## config.mk

```make
export PLATFORM = sky130hd
export DESIGN_NAME = fifo_bank_wr_sched
export DESIGN_NICKNAME = d
export VERILOG_FILES = /design/src/rtl/fifo_bank_wr_sched.sv
export SDC_FILE = /design/constraint.sdc
export NUM_CORES = 1
export LEC_CHECK = 0
export CORE_ASPECT_RATIO = 1.1
export CORE_MARGIN = 2
export CORE_UTILIZATION = 63
export CTS_CLUSTER_DIAMETER = 40
export DETAILED_ROUTE_END_ITERATION = 10
export DONT_BUFFER_PORTS = 1
export GPL_TIMING_DRIVEN = 1
export PLACE_DENSITY = 0.86
export SLEW_MARGIN = 30
export SYNTH_ARGS = -nofsm -noshare
export SYNTH_HDL_FRONTEND = slang
export SYNTH_SLANG_ARGS = --single-unit
export TNS_END_PERCENT = 100
```

## constraint.sdc

```tcl
create_clock -name wr_clk -period 3 [get_ports wr_clk]
set_clock_uncertainty 0.1 [all_clocks]
set_input_delay 0.6 -clock wr_clk [delete_from_list [all_inputs] [get_ports wr_clk]]
set_output_delay 0.6 -clock wr_clk [all_outputs]
set_load 0.01 [all_outputs]
```

## src/rtl/fifo_bank_wr_sched.sv

```systemverilog
// Write-side scheduler for the banked audio sample buffer.
// Steers each incoming sample into one FIFO bank, filling banks round-robin,
// never advancing into the bank the reader is draining; unplaceable samples
// are dropped and counted.
// Ports:
//   wr_clk, sys_rst_n   write-domain clock, async active-low reset
//   in_valid, in_data   sample strobe and sample
//   bank_full           per-bank wr_full flags (wr_clk domain)
//   rd_bank_gray        reader's current bank, Gray-coded (rd_clk domain)
//   ovf_clr             clears sticky overflow
//   bank_wr_en          one-hot bank write enable (combinational)
//   bank_wr_data        write data shared by all banks (combinational)
//   wr_bank             current target bank
//   overflow            sticky drop flag
//   drop_cnt            saturating dropped-sample count
//   wrap_cnt            wrapping count of passes from last bank back to bank 0
module fifo_bank_wr_sched #(
    parameter int unsigned NUM_BANK = 5,
    parameter int unsigned DATA_W   = 16,
    parameter int unsigned DROP_W   = 16,
    parameter int unsigned WRAP_W   = 8
) (
    input  logic                wr_clk,
    input  logic                sys_rst_n,
    input  logic                in_valid,
    input  logic [DATA_W-1:0]   in_data,
    input  logic [NUM_BANK-1:0] bank_full,
    input  logic [2:0]          rd_bank_gray,
    input  logic                ovf_clr,
    output logic [NUM_BANK-1:0] bank_wr_en,
    output logic [DATA_W-1:0]   bank_wr_data,
    output logic [2:0]          wr_bank,
    output logic                overflow,
    output logic [DROP_W-1:0]   drop_cnt,
    output logic [WRAP_W-1:0]   wrap_cnt
);

    localparam int unsigned BANK_W = 3;
    localparam int unsigned PAD_W  = 8;
    localparam logic [BANK_W-1:0] LAST_BANK = BANK_W'(NUM_BANK - 1);

    typedef enum logic [1:0] {
        FILL    = 2'd0,
        ADVANCE = 2'd1,
        HOLD    = 2'd2
    } state_t;

    state_t              state;
    state_t              state_nxt;
    logic [BANK_W-1:0]   rd_sync1;
    logic [BANK_W-1:0]   rd_sync2;
    logic [BANK_W-1:0]   rd_bank_s;
    logic [BANK_W-1:0]   nxt;
    logic [PAD_W-1:0]    full_pad;
    logic [PAD_W-1:0]    en_pad;
    logic                acc;
    logic                drop;
    logic                adv_ok;
    logic                bank_step;

    // Two-flop synchronizer for the reader's Gray-coded bank index
    always_ff @(posedge wr_clk or negedge sys_rst_n) begin
        if (!sys_rst_n) begin
            rd_sync1 <= '0;
            rd_sync2 <= '0;
        end else begin
            rd_sync1 <= rd_bank_gray;
            rd_sync2 <= rd_sync1;
        end
    end

    // Gray to binary
    assign rd_bank_s = {rd_sync2[2],
                        rd_sync2[2] ^ rd_sync2[1],
                        rd_sync2[2] ^ rd_sync2[1] ^ rd_sync2[0]};

    // Padding to 8 bits keeps the 3-bit bank index in range for any NUM_BANK
    assign full_pad = PAD_W'(bank_full);
    assign nxt      = (wr_bank == LAST_BANK) ? '0 : wr_bank + BANK_W'(1);
    assign adv_ok   = (nxt != rd_bank_s) && !full_pad[nxt];
    assign acc      = (state == FILL) && in_valid && !full_pad[wr_bank];
    assign drop     = in_valid && !acc;

    // Zero-latency write path: single shift decode of the accept strobe
    assign en_pad       = PAD_W'(acc) << wr_bank;
    assign bank_wr_en   = en_pad[NUM_BANK-1:0];
    assign bank_wr_data = in_data;

    // FSM state register
    always_ff @(posedge wr_clk or negedge sys_rst_n) begin
        if (!sys_rst_n) begin
            state <= FILL;
        end else begin
            state <= state_nxt;
        end
    end

    // FSM next-state; bank_step marks a bank switch this cycle
    always_comb begin
        state_nxt = state;
        bank_step = 1'b0;
        case (state)
            FILL: begin
                if (full_pad[wr_bank]) begin
                    state_nxt = ADVANCE;
                end
            end
            ADVANCE: begin
                if (adv_ok) begin
                    bank_step = 1'b1;
                    state_nxt = FILL;
                end else begin
                    state_nxt = HOLD;
                end
            end
            HOLD: begin
                if (adv_ok) begin
                    bank_step = 1'b1;
                    state_nxt = FILL;
                end
            end
            default: begin
                state_nxt = FILL;
            end
        endcase
    end

    // Target bank and wrap counter
    always_ff @(posedge wr_clk or negedge sys_rst_n) begin
        if (!sys_rst_n) begin
            wr_bank  <= '0;
            wrap_cnt <= '0;
        end else if (bank_step) begin
            wr_bank <= nxt;
            if (wr_bank == LAST_BANK) begin
                wrap_cnt <= wrap_cnt + WRAP_W'(1);
            end
        end
    end

    // Drop accounting; a drop in the same cycle as ovf_clr keeps overflow set
    always_ff @(posedge wr_clk or negedge sys_rst_n) begin
        if (!sys_rst_n) begin
            overflow <= 1'b0;
            drop_cnt <= '0;
        end else begin
            if (drop) begin
                overflow <= 1'b1;
            end else if (ovf_clr) begin
                overflow <= 1'b0;
            end
            if (drop && (drop_cnt != {DROP_W{1'b1}})) begin
                drop_cnt <= drop_cnt + DROP_W'(1);
            end
        end
    end

endmodule

```

### Word-level counts from Yosys, hierarchy flattened

Cells that the tools add are included.

* $add $sub $neg: 3
* $lt $le $gt $ge: 2
* equality and inequality tests: 7
* shift-type cells: 1
* mux-type cells: 13
* bitwise logic cells: 2
* reductions and logical operators: 13

Operator list (count)
* 16-bit by 1-bit adder with 16-bit output, second input constant: 1
* 16-bit != test, second input constant: 1
* 8-bit by 1-bit adder with 8-bit output, second input constant: 1
* 3-bit by 4-bit less-than comparator with 1-bit output, second input constant: 2
* 1-bit binary-select mux with 3-bit select: 2
* 1-bit 2-to-1 mux: 6
* 2-bit 2-to-1 mux: 3
* 2-bit case mux with 3 select lines: 1
* 1-bit logical AND: 5
* 1-bit by 3-bit << shifter with 5-bit output: 1
* 2-bit AND reduction: 2
* 3-bit by 1-bit adder with 3-bit output, second input constant: 1
* 3-bit equality test, second input constant: 1
* 1-bit zero test: 3
* 3-bit 2-to-1 mux: 1
* 3-bit != test: 1
* 2-bit by 1-bit equality test with 1-bit output, second input constant: 1
* 2-bit equality test, second input constant: 1
* 2-bit zero test: 1
* 2-bit by 1-bit != test with 1-bit output, second input constant: 1
* 2-bit != test, second input constant: 1
* 2-bit nonzero test: 1
* 2-bit OR reduction: 1
* 1-bit bitwise XOR: 2

* register bits: 36
* input bits: 28
* output and inout port bits: 49
* logic and storage cells: 48

### Longest topological paths before layout

* depth in word-level cells: 9
* gate-level depth with buffers: 9
* depth with buffers taken out: 7

### Worst setup path before layout

OpenSTA, ideal clock, no wires.

* path kind: reg2reg
* start: reg wr_bank[0]
* end: reg wrap_cnt[1]
* setup time: 0.125 ns
* arrival: 2.503 ns
* data required time: 2.775 ns
* slack: 0.272 ns
* stages on the path, launching flop included: 9
* buffers on the path: 1
* period minus slack after synthesis: 2.728 ns
* cell sequence: dfrtp_1 inv_1 ha_1 buf_2 mux2_1 a2bb2oi_2 o211ai_4 a2111oi_4 mux2_4

* longest elaborated chain between the ends: 9
* elaborated cells between the ends (all ways): 11
* those cells by class: add/sub: 1; eq/ne: 2; mux: 5; reduce/logical: 3

Ends and longest elaborated chain
* start: declaration: RTL line 32 `output logic [2:0] wr_bank,`
* start signal: assignment: RTL line 134 `wr_bank <= nxt;`
* 3-bit by 1-bit adder with 3-bit output or 3-bit equality test (tied branches): RTL line 79 `assign nxt = (wr_bank == LAST_BANK) ? '0 : wr_bank + BANK_W'(1);`
* 3-bit 2-to-1 mux (*): RTL line 79
* via nxt[1]: RTL line 53 `logic [BANK_W-1:0] nxt;`
* 1-bit binary-select mux with 3-bit select: RTL line 80 `assign adv_ok = (nxt != rd_bank_s) && !full_pad[nxt];`
* 1-bit 2-to-1 mux (implied by the code): RTL line 80
* 1-bit zero test: RTL line 80
* 1-bit logical AND (*): RTL line 80
* 1-bit 2-to-1 mux (*): RTL line 109, 117
* 1-bit 2-to-1 mux (*)
* 2-bit AND reduction (no line) (*)
* end signal: assignment: RTL line 136 `wrap_cnt <= wrap_cnt + WRAP_W'(1);`
* end: declaration: RTL line 35 `output logic [WRAP_W-1:0] wrap_cnt`

The timed path passes the listed nets; every way through them passes the cells marked *. The select of a mux whose other input is x is not followed.
A chain may end at the register's enable or synchronous reset.

### Worst setup path in the final report

* start: reg wr_bank[1]
* end: out bank_wr_en[3]

* longest elaborated chain between the ends: 5

Ends and longest elaborated chain
* 1-bit binary-select mux with 3-bit select: RTL line 81 `assign acc = (state == FILL) && in_valid && !full_pad[wr_bank];`
* 1-bit 2-to-1 mux (implied by the code): RTL line 81
* 1-bit zero test: RTL line 81
* 1-bit logical AND: RTL line 81
* 1-bit by 3-bit << shifter with 5-bit output (*): RTL line 85 `assign en_pad = PAD_W'(acc) << wr_bank;`
* end: declaration: RTL line 30 `output logic [NUM_BANK-1:0] bank_wr_en,`

Mark *: on every way between the ends. The rest lies on a longest branch, timed or not. The select of a mux whose other input is x is not followed.

==> results_dict.tcl <==
set metrics [dict create \
    r2r_slack_ps 390 \
    power_leakage_nw 0.999 \
    path_max_fanout 6 \
    synth.top_cells.by_count "dfrtp_1, buf_4, xor2_1" \
    yosysTopAreaCellShare_pct 40.5 \
    cp.required_ps 2300 \
    grt.total_usage_pct 22.8 \
    syn2layout_area_growth_pct 0.169 \
    yosys_warnings 0 \
    initialDrtViolationCount 50 \
    synth_edf_count 0 \
    rsz0062_at_grt "false" \
    cts_tree "yes" \
    worst_path_largest_cell_delay_ps 540 \
    fin_area_um2 2230 \
    finalSetupViolCount 0 \
    postCtsSetupRepairBufs 0 \
    max_freq_ghz 0.380 \
    ys_seq_area_share_pct 40.5 \
    gp_congestion 0.836 \
    period_minus_slack_ps 2630 \
    root_buffer "clkbuf_4" \
    worstSetupEndpoint "bank_wr_en[3]" \
    arrival_ps 1930 \
    io_pins 77 \
    drive_gt1_share_pct 16.9 \
    yosys-top-cells-area "dfrtp_1, xor2_1, buf_4, ha_1, nand2_1" \
    cp.depth 5 \
    yosysMostFrequentCell "dfrtp_1" \
    globalRouteOverflowTotal 0 \
    clock-sinks 36 \
    viasPerCell 6.03 \
    reg2reg_from "wr_bank[1]" \
    port_buffers 0 \
    ys.flop_type "dfrtp_1" \
    maxCapViolCount 0 \
    total_power_mw 2.05 \
    criticalPathCategory "flip-flop to output port" \
    status "finished, final reports clean" \
    maxSlewHeadroom_pct 58.8 \
    endpoint_kind "output port" \
    synth_seq_cells 36 \
    cts_made_buffers 5 \
    core_area_um2 3360 \
    syn-cell-area_um2 2220 \
    avgSynthCellArea_um2 10.6 \
    dp_hpwl_mm 2.95 \
    cts_resized 0 \
    r2r_end "wrap_cnt[1]" \
    die-area_um2 4020 \
    syn_nets 245 \
    die_y_um 66.3 \
    antenna_found_initial 0 \
    h-tree-depth 2 \
    slew_viol_final 0 \
    async_reset_ff_share_pct 100 \
    rows 22 \
    ant_nets 0 \
    reg2reg_depth 7 \
    final_nets 236 \
    cp_slowest_cell "mux4_2" \
    cp-start-kind "flip-flop" \
    synth_cell_type_count 48 \
    vias 1502 \
    post-place-ws_ps 406 \
    wl_mm 4.04 \
    num_antenna_cells 0 \
    wl_per_cell_um 16.2 \
    place_area_um2 2140 \
    grt_pass1_wl_mm 6.80 \
    ctsLongestPathBuffers 2 \
    insertion_delay_ps 340 \
    die_w_um 60.6 \
    hold_path_class "primary input to flip-flop" \
    crit_path_cell_trace "buf_4 -> mux4_2 -> nor3_1 -> nand2_1 -> nor2_1" \
    tns_ps 0 \
    path_buf_inv 1 \
    powerDensity_nw_per_um2 921 \
    path_clk_slew_ps 100 \
    hold_viol_final 0 \
    tightest_slew_ps 616 \
    critPathTopFamily "multiplexers" \
    first_global_vias 1537 \
    syn-instance-count 209 \
    fin_ws_ps 368 \
    cp-startpoint "wr_bank[1]" \
    initial_core_util_pct 66.2 \
    drt-pass1-iter-count 5 \
    yosys.area.top_type "dfrtp_1" \
    grt_max_degree 37 \
    irDropWorstVdd_uv 535 \
    route.detailed.drc 0 \
    period_share_pct 87.7 \
]
placed cells by master, fill, tap and decap left out, types with 2 or more instances in the layout:
cell type  count
buf_4          4
xnor2_1        3
xor2_1        17
dfrtp_1       36
a211oi_1       5
mux2i_1        4
a21oi_1        2
nor2_1         8
a2111oi_2      3
o21ai_0        2
and3_1         5
nor3b_1        2
or3_1          5
nand2b_1       3
o2111ai_1      2
nand4_1        4
nor4_1         4
clkbuf_4       5
inv_1         14
nand3_1        8
clkbuf_1       2
nor2b_1        2
nor3_1         7
mux2_2         5
ha_1           8
nand2_1       16
o221ai_2       2
flip-flops by register name, indices dropped and copies added, names as in the netlist:
signal    cells
overflow      1
rd_sync2      3
wrap_cnt      8
wr_bank       3
state         2
rd_sync1      3
drop_cnt     16
report_power, final:
group          internal, mW  total [mW]  leakage, nW  switching, mW
registers             0.591       0.766        0.442          0.175
logic                 0.422        1.03        0.527          0.609
clock network        0.0941       0.253       0.0295          0.159
cell families (layout without fill, tap and decap cells):
kind of cell	after synthesis	count (layout)	share of synthesized area, %
xor gates and xnor gates	20	20	7.88
muxes	12	12	6.53
and+or+nand+nor	71	71	17.4
buffers and inverters	36	28	10.0
adders and majority gates	8	8	4.50
DFF	36	36	40.5
AOI/OAI and AO/OA	26	26	13.2
routing by layer:
metal  track usage, %  part of all wire [%]  vias to the layer above
met3             7.24                   7.6                        9
met2             36.8                    49                       42
li1                 -                     -                      707
met5                0                     0                        -
met1             27.3                    41                      744
met4             10.3                   1.9                        0
area by class of cell:
class | instances | area [µm²]
clock buffer | 7 | 45.0
clock inverter | 1 | 8.76
fill | 256 | 1130
inverter | 14 | 52.6
multi-input combinational | 137 | 1100
sequential | 36 | 901
tap | 48 | 60.1
timing repair buffer | 6 | 60.1
metrics by stage:
step	utilization, %	hold WS (ps)	std cells
2_1_floorplan	-	204	209
3_3_place_gp	63.8	205	239
3_5_place_dp	63.8	205	239
4_1_cts	66.3	165	249
5_1_grt	66.3	152	249
6_report	66.3	183	249
repair_timing:
action / in CTS / in global routing
endpoints found under the setup margin: 0 / 0
hold buffers: 2 / 0
endpoints found under the hold margin: 36 / 0
how the worst min path moves through the flow:
stage	slack (ps)	from	cells past startpoint	end
2_1_floorplan	200	sys_rst_n	0	drop_cnt[0]
3_3_place_gp	210	sys_rst_n	0	rd_sync1[0]
3_5_place_dp	210	sys_rst_n	0	rd_sync1[0]
4_1_cts	160	rd_bank_gray[2]	0	rd_sync1[2]
5_1_grt	150	rd_bank_gray[0]	0	rd_sync1[0]
6_report	180	rd_bank_gray[0]	0	rd_sync1[0]
No activity file was read; power rests on OpenSTA's default activity.
